[config.mk]
export PLATFORM = sky130hd
export DESIGN_NAME = eq_3
export DESIGN_NICKNAME = d
export VERILOG_FILES = /design/src/rtl/eq_3.sv
export SDC_FILE = /design/constraint.sdc
export NUM_CORES = 1
export LEC_CHECK = 0
export CAP_MARGIN = 10
export CORE_MARGIN = 2
export CORE_UTILIZATION = 30
export DETAILED_ROUTE_END_ITERATION = 12
export HOLD_SLACK_MARGIN = 0.06
export PLACE_DENSITY = 0.66
export SLEW_MARGIN = 20
export SYNTH_ARGS = -nofsm -noshare
export SYNTH_HDL_FRONTEND = slang
export SYNTH_SLANG_ARGS = --single-unit
[constraint.sdc]
create_clock -name clk -period 5.5 [get_ports clk]
set_input_delay 1.1 -clock clk [delete_from_list [all_inputs] [get_ports clk]]
set_output_delay 1.1 -clock clk [all_outputs]
set_load 0.005 [all_outputs]
[src/rtl/eq_3.sv]
// eq_3: four-input Boolean evaluator for equation set 3.
// The combinational output o is looked up from TRUTH_TABLE using {a,b,c,d}.
// The clocked section keeps a registered copy of the last sampled result and
// index. It also records which of the 16 input combinations have been
// sampled, and how many distinct sampled combinations evaluated to 1.
module eq_3 #(
  parameter logic [15:0] TRUTH_TABLE = 16'h4F62
) (
  input  logic        clk,
  input  logic        rst_n,
  input  logic        a,
  input  logic        b,
  input  logic        c,
  input  logic        d,
  input  logic        sample_en,
  input  logic        clr,
  output logic        o,
  output logic        o_q,
  output logic [3:0]  idx_q,
  output logic [15:0] seen,
  output logic        all_seen,
  output logic [4:0]  ones_cnt
);

  // Input index, with a as the MSB.
  logic [3:0] idx;
  assign idx = {a, b, c, d};

  // Primary function: a pure table lookup, valid with or without a clock.
  assign o = TRUTH_TABLE[idx];

  logic        o_d;
  logic [3:0]  idx_d;
  logic [15:0] seen_d;
  logic [15:0] seen_q;
  logic [4:0]  ones_cnt_d;
  logic [4:0]  ones_cnt_q;

  // Next-state logic: clear beats sample, and idle edges hold every register.
  always_comb begin
    // NOTE: every signal gets its hold value first, so no path can leave one
    // unassigned and infer a latch.
    o_d        = o_q;
    idx_d      = idx_q;
    seen_d     = seen_q;
    ones_cnt_d = ones_cnt_q;
    if (clr) begin
      o_d        = 1'b0;
      idx_d      = 4'd0;
      seen_d     = 16'd0;
      ones_cnt_d = 5'd0;
    end else if (sample_en) begin
      o_d         = o;
      idx_d       = idx;
      seen_d[idx] = 1'b1;
      // Only the first sample of a 1-valued index is counted.
      if (!seen_q[idx] && o) begin
        ones_cnt_d = ones_cnt_q + 5'd1;
      end
    end
  end

  // State registers; reset discards all coverage state at once.
  always_ff @(posedge clk or negedge rst_n) begin
    if (!rst_n) begin
      o_q        <= 1'b0;
      idx_q      <= 4'd0;
      seen_q     <= 16'd0;
      ones_cnt_q <= 5'd0;
    end else begin
      // NOTE: non-blocking assignments here let every flop sample the values
      // from before the edge, whatever order the statements are in.
      o_q        <= o_d;
      idx_q      <= idx_d;
      seen_q     <= seen_d;
      ones_cnt_q <= ones_cnt_d;
    end
  end

  assign seen     = seen_q;
  assign ones_cnt = ones_cnt_q;
  assign all_seen = (seen_q == 16'hFFFF);

endmodule

==> summary.md <==
| Metric | Value |
|---|---|
| Fin. max-slew vios | 0 |
| Final hold viol count | 0 |
| Largest net degree at the start of global routing | 32 |
| Worst hold path class | reg -> reg |
| Port bufs | 35 |
| # IOs | 36 |
| Critical R2R Capture | ones_cnt[0]$_DFFE_PN0P_ |
| Synth area leaders | dfrtp_1, a31oi_1, nor2_1 |
| Via density | 5.222 |
| Crit path arrival time | 3.22 ns |
| Worst path required time | 4.40 ns |
| RR Startpoint | seen[15]$_DFFE_PN0P_ |
| CTS tree | yes |
| Worst Reg2Reg Path Length in Cells | 5 |
| Die area | between 0.005 and 0.006 sq mm |
| Critical Path End Type | output port |
| Final HPWL DP | between 2000 and 2500 um |
| Max H-tree Level | 1 |
| Worst Max-Slew Pin Slew | 1.036 ns |
| Num CTS Buffers | 3 |
| Post-CTS Setup Bufs | 0 |
| Critical path origin | c |
| Max frequency | about 230 MHz |
| Seq/Total Area, Yosys | 0.4819 |
| Synthesis-stage register bit count | 26 |
| Post-CTS sizing | 0 |
| # clock sinks | 26 |
| Clock Root Buffer | clkbuf_8 |
| FP Rows | 24 |
| Critical Path Max Stage Delay | 0.72 ns |
| Post-synth top area share | 0.4819 |
| Final worst-path cycle share | 0.7847 |
| Fin crit period | 4.316 ns |
| Syn nets | around 140 |
| Chip width | ~71 um |
| WL final | approximately 3200 um |
| Slew HR | 0.3074 |
| Core Footprint | about 0.0044 sq mm |
| Gr usage total | 0.1314 |
| Height of the die | a little over 70 um |
| Mux contribution to synthesized area | 0.1437 |
| DR DRC count | 0 |
| Main flop type after synthesis | dfrtp_1 |
| Synthesized area per cell | approximately 10 sq um |
| Antenna violations before repair | 0 |
| Worst-path cell chain | clkdlybuf4s50_1 -> inv_1 -> ha_1 -> nor2b_1 -> a211oi_1 -> a21oi_2 -> clkdlybuf4s50_1 |
| DR iter-0 viols | between 70 and 80 |
| First-pass GRT wire length | ~5300 um |
| Vias | 1107 |
| Final Util | 0.4080 |
| Routability Congestion | ~0.83 |
| DRT antenna net count | 0 |
| Avg WL per Cell | 14.90 um |
| Flop2flop setup slack | between 3 and 4 ns |
| Post-synthesis adder-cell area fraction | 0.04634 |
| Final nets | approximately 170 |
| P&R area growth vs syn | 31.60% |
| Crit start category | primary input |
| Post-synthesis cell count | approximately 130 |
| Count of different cell masters after synthesis | 25 |
| Setup crit end | o |
| Most used cell along the critical path | clkdlybuf4s50_1 |
| Compound-gate portion of the synthesized area | 0.1029 |
| Maxcap violations | 0 |
| Detailed Routing Iterations Pass 1 | 4 |
| Final setup fails | 0 |
| Hold_buf cts | 0 |
| Layout Skew | 0.004683 ns |
| Share of cells above drive strength 1 | 0.07500 |
| Outcome | complete, no violations |
| CTS clock-pin slew for the worst setup and hold paths | about 0.09 ns |
| Vias in the first global route | ~1100 |
| CTS max path bufs | 2 |
| Post-synth top area cell | dfrtp_1 |
| Post-synthesis xor/xnor area fraction | 0 |
| Largest family of logic cells by synthesized area | simple AND/OR/NAND/NOR gates |
| CP Max Fanout | 10 |
| Grt ovf | 0 |
| Total negative slack | 0 ns |
| Pleak | about 0.78 nW |
| Synth top cells by count | dfrtp_1, nor2_1, a31oi_1 |
| Worst-path cell with the longest stage delay | clkdlybuf4s50_1 |
| Async set or reset register ratio after synthesis | 1.000 |
| Clk Latency, worst-skew pair | ~0.27 ns |
| Post-synthesis simple-gate area fraction | 0.1881 |
| Starting density of the core | 0.3101 |
| N_diodes | 0 |
| Post-synth EDFFs | 0 |
| RSZ-0062 raised after global routing | false |
| VDD IR-drop max | 0.00008069 V |
| Post-Syn Area | roughly 0.0014 sq mm |
| Worst Setup Path Type | in -> out |
| Cell area power density | roughly 220 mW/mm^2 |
| Synth Warn # | 0 |
## layer usage
| layer | vias up | wire, um | track usage |
|---|---|---|---|
| li1 | 532 | - | - |
| met1 | 525 | 1382 | 0.1729 |
| met2 | 43 | 1523 | 0.2087 |
| met3 | 7 | 187 | 0.02564 |
| met4 | 0 | 65 | 0.06289 |
| met5 | - | 0 | 0 |
## sequential cells by signal, summed over array words and instances, names as in the netlist
name      cells
o_q           1
seen         16
ones_cnt      5
idx_q         4
## worst min path at each step
stage,start,to,slack (ns),cells after the start
floorplan,idx_q[0]$_DFFE_PN0P_,idx_q[0]$_DFFE_PN0P_,0.51,2
global placement,idx_q[3]$_DFFE_PN0P_,idx_q[3]$_DFFE_PN0P_,0.51,2
detailed placement,idx_q[1]$_DFFE_PN0P_,idx_q[1]$_DFFE_PN0P_,0.52,2
CTS,idx_q[3]$_DFFE_PN0P_,idx_q[3]$_DFFE_PN0P_,0.55,2
global route,idx_q[3]$_DFFE_PN0P_,idx_q[3]$_DFFE_PN0P_,0.58,2
finish,idx_q[3]$_DFFE_PN0P_,idx_q[3]$_DFFE_PN0P_,0.53,2
## cell usage in the layout (no fill, tap or decap), drive strengths merged
cell / instances
clkdlybuf4s50: 34
nor2: 26
dfrtp: 26
a31oi: 16
nor2b: 7
nand4: 7
mux2i: 7
mux2: 7
ha: 5
and3: 5
clkbuf: 4
inv: 3
nor4: 2
mux4: 2
nand2b: 2
and2: 1
a211oi: 1
a21oi: 1
a311oi: 1
a22oi: 1
nand3: 1
buf: 1
## final cells by class
class / instances / area, sq um
fill: 412 / 2577
sequential: 26 / 650.6
clock buffer: 4 / 55.05
timing repair buffer: 35 / 345.3
multi-input combinational: 92 / 649.4
tap: 52 / 65.06
inverter: 3 / 11.26
## stage by stage
stage | hold slack [ns] | std cells | total power [mW] | setup slack (ns) | area, sq um
final | 0.5333 | 212 | 0.3828 | 1.184 | 1777
after global routing | 0.5829 | 212 | 0.3990 | 1.057 | 1777
after CTS | 0.5464 | 212 | 0.3868 | 1.173 | 1777
after detailed placement | 0.5174 | 208 | 0.2633 | 1.174 | 1722
after global placement | 0.5062 | 208 | 0.2621 | 1.263 | 1727
after floorplan | 0.5104 | 129 | 0.2338 | 2.385 | 1350
## power by group
| group | total, mW | switching (mW) | leakage (nW) | internal, mW |
|---|---|---|---|---|
| Sequential | 0.202 | 0.00546 | 0.357 | 0.197 |
| Combinational | 0.0564 | 0.0292 | 0.395 | 0.0272 |
| Clock | 0.124 | 0.0600 | 0.0288 | 0.0641 |
## worst max-delay path: cells and delay by family
kind	cells	cell delay (ns)
buf+inv	3	1.31
simple gates	1	0.15
compound gates	2	0.37
fa+ha+maj	1	0.28
## kinds of logic (layout without fill, tap and decap cells)
kind of cell / after synthesis / after routing
mux: 16 / 16
compound gates: 20 / 20
simple gates: 51 / 51
fa+ha+maj: 5 / 5
buf+inv: 11 / 42
flops: 26 / 26
Note: power is estimated with default switching activity, not from simulation.
